<file path="src/rtl/prng_pkg.sv">
// rtl/prng_pkg.sv - shared constants and types for the PRNG prefetch reader
package prng_pkg;

    // Prefetch FIFO depth in 32-bit words
    localparam int DEPTH_DEFAULT = 4;

    // Number of 32-bit state words in one generator seed
    localparam int SEED_WORDS = 4;

    // Reader operating mode: prefetching, or part-way through a seed load
    typedef enum logic [0:0] {
        FILL = 1'b0,
        SEED = 1'b1
    } state_t;

    // Generator power-up state (s0..s3); first word produced is 0xFEF316C3
    localparam logic [31:0] GEN_SEED_S0 = 32'h1234_5678;
    localparam logic [31:0] GEN_SEED_S1 = 32'h9ABC_DEF0;
    localparam logic [31:0] GEN_SEED_S2 = 32'h0FED_CBA9;
    localparam logic [31:0] GEN_SEED_S3 = 32'h85A5_2708;

endpackage

</file>
<file path="src/rtl/prng_fifo.sv">
// rtl/prng_fifo.sv - synchronous word FIFO with push, pop, flush and level
module prng_fifo #(
    parameter int DEPTH = 4
) (
    input  logic                     clk,
    input  logic                     rst_n,
    input  logic                     push,
    input  logic [31:0]              push_data,
    input  logic                     pop,
    input  logic                     flush,
    output logic [31:0]              head,
    output logic [$clog2(DEPTH):0]   level
);

    localparam int AW = $clog2(DEPTH);
    localparam int LW = AW + 1;

    logic [31:0]   mem [DEPTH];
    logic [AW-1:0] wr_ptr;
    logic [AW-1:0] rd_ptr;
    logic          empty;
    logic          full;
    logic          do_push;
    logic          do_pop;

    assign empty = (level == '0);
    assign full  = (level == LW'(DEPTH));

    // Flush overrides both sides; a push into a full FIFO is only taken
    // when a pop frees the head slot in the same cycle.
    assign do_pop  = pop & ~empty & ~flush;
    assign do_push = push & ~flush & (~full | do_pop);

    assign head = empty ? 32'h0 : mem[rd_ptr];

    // Storage write; cleared to zero on reset
    always_ff @(posedge clk or negedge rst_n) begin
        if (!rst_n) begin
            for (int i = 0; i < DEPTH; i++) begin
                mem[i] <= '0;
            end
        end else if (do_push) begin
            mem[wr_ptr] <= push_data;
        end
    end

    // Wrap-around pointers and occupancy count
    always_ff @(posedge clk or negedge rst_n) begin
        if (!rst_n) begin
            wr_ptr <= '0;
            rd_ptr <= '0;
            level  <= '0;
        end else if (flush) begin
            wr_ptr <= '0;
            rd_ptr <= '0;
            level  <= '0;
        end else begin
            if (do_push) begin
                wr_ptr <= wr_ptr + AW'(1);
            end
            if (do_pop) begin
                rd_ptr <= rd_ptr + AW'(1);
            end
            if (do_push && !do_pop) begin
                level <= level + LW'(1);
            end else if (!do_push && do_pop) begin
                level <= level - LW'(1);
            end
        end
    end

endmodule

</file>
<file path="src/rtl/prng_reader.sv">
// rtl/prng_reader.sv - prefetches generator words into a FIFO and loads seeds
module prng_reader
    import prng_pkg::*;
#(
    parameter int DEPTH = DEPTH_DEFAULT
) (
    input  logic                     clk,
    input  logic                     rst_n,
    output logic                     gen_next,
    input  logic [31:0]              gen_rnd,
    output logic                     gen_write,
    output logic [1:0]               gen_write_addr,
    output logic [31:0]              gen_write_data,
    input  logic                     seed_valid,
    input  logic [31:0]              seed_data,
    output logic                     seed_ready,
    output logic                     out_valid,
    output logic [31:0]              out_data,
    input  logic                     out_ready,
    output logic [$clog2(DEPTH):0]   level
);

    localparam int LW = $clog2(DEPTH) + 1;
    localparam int PW = LW + 1;
    localparam logic [1:0] LAST_IDX = 2'(SEED_WORDS - 1);

    state_t        state;
    logic [1:0]    seed_idx;
    logic          pending;
    logic          accept;
    logic          flush;
    logic          push;
    logic          pop;
    logic [31:0]   head;
    logic [PW-1:0] projected;

    // Seeds are accepted in both modes; gating with rst_n keeps every
    // strobe low while reset is held.
    assign seed_ready = rst_n;
    assign accept     = seed_valid & seed_ready;
    assign flush      = accept & (seed_idx == 2'd0);

    assign gen_write      = accept;
    assign gen_write_addr = accept ? seed_idx : 2'd0;
    assign gen_write_data = accept ? seed_data : 32'h0;

    // The pending flag is exactly this cycle's capture of gen_rnd; a flush
    // discards it together with the FIFO contents and any pop.
    assign push = pending & ~flush;
    assign pop  = out_ready & out_valid & ~flush;

    // Occupancy once this cycle's push/pop land; a new request must fit.
    assign projected = PW'(level) + PW'(pending) - PW'(pop);
    assign gen_next  = rst_n & (state == FILL) & ~accept & (projected < PW'(DEPTH));

    assign out_valid = (level != '0);
    assign out_data  = head;

    // Capture flag, seed word index and mode tracking
    always_ff @(posedge clk or negedge rst_n) begin
        if (!rst_n) begin
            state    <= FILL;
            seed_idx <= 2'd0;
            pending  <= 1'b0;
        end else begin
            pending <= gen_next & ~flush;
            if (accept) begin
                seed_idx <= seed_idx + 2'd1;
                if (seed_idx == 2'd0) begin
                    state <= SEED;
                end else if (seed_idx == LAST_IDX) begin
                    state <= FILL;
                end
            end
        end
    end

    prng_fifo #(
        .DEPTH (DEPTH)
    ) u_fifo (
        .clk       (clk),
        .rst_n     (rst_n),
        .push      (push),
        .push_data (gen_rnd),
        .pop       (pop),
        .flush     (flush),
        .head      (head),
        .level     (level)
    );

endmodule

</file>
<file path="config.mk">
export PLATFORM = sky130hd
export DESIGN_NAME = prng_reader
export DESIGN_NICKNAME = d
export VERILOG_FILES = /design/src/rtl/prng_pkg.sv /design/src/rtl/prng_fifo.sv /design/src/rtl/prng_reader.sv
export SDC_FILE = /design/constraint.sdc
export NUM_CORES = 1
export LEC_CHECK = 0
export BUFFER_PORTS_ARGS = -buffer_cell sky130_fd_sc_hd__clkbuf_2
export CAP_MARGIN = 30
export CORE_MARGIN = 3
export CORE_UTILIZATION = 24
export CTS_BUF_LIST = sky130_fd_sc_hd__clkbuf_8
export CTS_CLUSTER_SIZE = 25
export DETAILED_ROUTE_END_ITERATION = 10
export GPL_TIMING_DRIVEN = 0
export PLACE_DENSITY = 0.49
export SYNTH_ARGS = -nofsm -noshare
export SYNTH_HDL_FRONTEND = slang
export SYNTH_SLANG_ARGS = --single-unit
</file>
<file path="constraint.sdc">
create_clock -name clk -period 2.6 [get_ports clk]
set_clock_uncertainty 0.05 [all_clocks]
set_input_delay 0.13 -clock clk [delete_from_list [all_inputs] [get_ports clk]]
set_output_delay 0.13 -clock clk [all_outputs]
set_load 0.01 [all_outputs]
</file>
==> impl_metrics.csv <==
group,metric,value,unit
timing,setup_slack,-326.9,ps
critical_path,critPathKind,"reg2out",
logic_synthesis,ys_seq_area_frac,0.4650,
power_and_ir_drop,powerDensity,1006,nW/um^2
power_and_ir_drop,ir_worst_vdd,0.2880,mV
logic_synthesis,yosys_warnings,0,
critical_path,crit_path_end_kind,"output pin",
drt,ant_nets,0,
clock_network,max-clock-path-buffers,2,
logic_synthesis,syn_area_per_cell,15.42,um^2
placed_design,dp_worst_setup_slack,-594.5,ps
clock_network,cts.htree.levels,4,
drt,drt_first_pass_iters,4,
placed_design,dp_hpwl,12090,um
global_route,grt_usage,0.1137,
clock_network,path_clk_slew,90,ps
timing,rsz0062_at_grt,"yes",
run,drv.max_cap_violation_count,0,
drt,post-route-drc-count,0,
critical_path,required,2420,ps
global_route,grt_max_degree,73,
drt,vias,4586,
timing,fin_crit,2927,ps
timing,hold_viol_final,0,
placed_design,place.gp.congestion,0.7292,
hold_path,min_path_type,"in2reg",
critical_path,cp_max_fo,2,
finish,synthToLayoutAreaGrowth,29.12,%
timing,finalSetupViolations,1,
die,initial_core_util,0.2439,
finish,final_common_cell,"clkbuf_2",
power_and_ir_drop,p_leak,4.981,nW
logic_synthesis,ys.flop_type,"dfrtp_1",
drt,drt_iter0_drc,205,
critical_path,start_kind,"flip-flop",
clock_network,clock_latency,450,ps
critical_path,path_cells,"clkbuf_8 > o31ai_4 > nor2_4 > ha_1 > inv_1 > ha_1 > and3b_1 > or3_4 > a2111oi_4 > buf_2",
timing,fin_crit_sh,1.126,
die,die_y,182.5,um
critical_path,crit_top_cell,"ha_1",
timing,hold_ws,100.8,ps
status,status,"finished with violations",
clock_network,cts_tree,"done",
finish,drive_gt1_frac,0.5586,
global_route,grt_pass1_vias,5004,
finish,fillCellCount,3102,
drt,wl_per_cell,16.74,um
die,die_w,182.5,um
global_route,grt_first_pass_wirelength,29620,um
placed_design,portBuffers,139,
logic_synthesis,syn_nets,562,
die,core,30670,um^2
finish,nNetsFinal,764,
die,ioPinCount,141,
die,num_rows,64,
drt,routed_via_density,4.184,
status,violations,"negative setup slack",
logic_synthesis,syn_area,7480,um^2
critical_path,cp.arrival,2750,ps
clock_network,cts-root-buf,"clkbuf_8",
clock_network,cts-buffers-inserted,17,
logic_synthesis,synth_cells,485,
global_route,globalRouteOverflowTotal,0,
drt,finalWirelength,18340,um
global_route,antenna_found_initial,0,
logic_synthesis,synth-edff-count,0,
logic_synthesis,synth.distinct_cells,41,
timing,fmax,341.7,MHz
finish,layout_common_cells,"clkbuf_2, dfrtp_1, mux2_4",
clock_network,clock-sinks,139,
critical_path,worst_path_largest_cell_delay,390,ps
timing,worst_pin_slew,517.8,ps
critical_path,worst_path_max_delay_cell,"dfrtp_1",
timing,max-slew-margin-rel,0.6548,
die,die_area,33320,um^2
logic_synthesis,ys_seq_elements,139,
finish,diodes,0,
timing,final_max_slew_viol_count,0,
power_and_ir_drop,totalPowerFinal,9.720,mW
logic_synthesis,synth-async-reset-ratio,1.000,
==> final timing paths <==
kind,from,end,slack [ps],cells past startpoint
setup / recovery,u_fifo.level[2]$_DFFE_PN0P_,gen_next,-330,10
hold / removal,rst_n,pending$_DFF_PN0_,100,3
setup reg to reg,u_fifo.level[2]$_DFFE_PN0P_,pending$_DFF_PN0_,150,9
hold reg to reg,u_fifo.mem[32]$_DFFE_PN0P_,u_fifo.mem[32]$_DFFE_PN0P_,460,1
max in group asynchronous,rst_n,u_fifo.mem[98]$_DFFE_PN0P_,1650,3
min in group asynchronous,rst_n,u_fifo.mem[82]$_DFFE_PN0P_,500,3
==> sequential cells by signal, indices dropped and copies added, names as in the netlist <==
register       cells
u_fifo.wr_ptr      2
u_fifo.level       3
state              1
u_fifo.mem       128
u_fifo.rd_ptr      2
pending            1
seed_idx           2
==> cell families after synthesis <==
family / Yosys count / synth area share
multiplexers: 162 / 0.3521
flip-flops: 139 / 0.4650
AND/OR/NAND/NOR: 102 / 0.09050
buffers and inverters: 50 / 0.05370
AO/OA/AOI/OAI: 19 / 0.01790
adder cells (fa/ha/maj): 9 / 0.01606
XOR/XNOR: 4 / 0.004685
==> worst max-delay path: cells and delay by family (launching register included) <==
family / cells / cell delay [ps]
AND/OR/NAND/NOR: 3 / 560
flip-flops: 1 / 390
adder cells (fa/ha/maj): 2 / 380
AO/OA/AOI/OAI: 2 / 580
buffers and inverters: 3 / 380
==> metrics by stage <==
step                setup TNS [ps]  std cells  cell area (um^2)    util
floorplan                        0        485              7498       -
global placement           -623150       1020              8690  0.2833
detailed placement           -1503       1022              8731  0.2847
CTS                         -405.4       1096              9646  0.3145
global route                -546.6       1096              9658  0.3149
finish                      -326.9       1096              9658  0.3149
==> Yosys cell counts, drive strengths merged, types with 3 or more instances <==
library cell	count	area share
a2111oi	3	0.0035
and3	33	0.028
buf	20	0.039
clkbuf	19	0.0095
dfrtp	139	0.47
ha	8	0.013
inv	11	0.0055
mux2	129	0.25
mux4	32	0.096
nand2	3	0.0015
nand2b	5	0.0042
nand3	3	0.0027
nand4	4	0.011
nor2	10	0.0050
nor2b	34	0.028
o21ai	5	0.0033
==> where the power goes <==
group	switching [mW]	internal (mW)	total (mW)
Combinational	1.86	2.65	4.52
Sequential	0.434	2.99	3.43
Clock	0.983	0.794	1.78
==> routing by layer <==
metal	up-vias	routed length [um]	share of wire	GRT usage
li1	2163	-	-	-
met1	2345	8818	0.48	0.1597
met2	63	8884	0.48	0.1785
met3	15	445	0.024	0.02551
met4	0	196	0.011	0.02773
met5	-	0	0	0
==> final cells by class <==
type | count | area (um^2) | share of cell area
Buffer | 38 | 407.9 | 0.04223
Sequential cell | 139 | 3480 | 0.3603
Timing Repair Buffer | 184 | 1162 | 0.1204
Inverter | 11 | 41.29 | 0.004275
Tap cell | 396 | 495.5 | 0.05130
Clock inverter | 15 | 160.2 | 0.01658
Clock buffer | 17 | 234.0 | 0.02423
Multi-Input combinational cell | 296 | 3677 | 0.3807
==> what timing repair did <==
item                                    in CTS  in global routing
endpoints found under the setup margin      33                 13
buffers inserted                             9                  0
hold buffers                                34                  0
endpoints found under the hold margin      200                  0
pin swaps                                    3                  0
resized for setup                           31                  5
No activity file was read; power rests on OpenSTA's default activity.
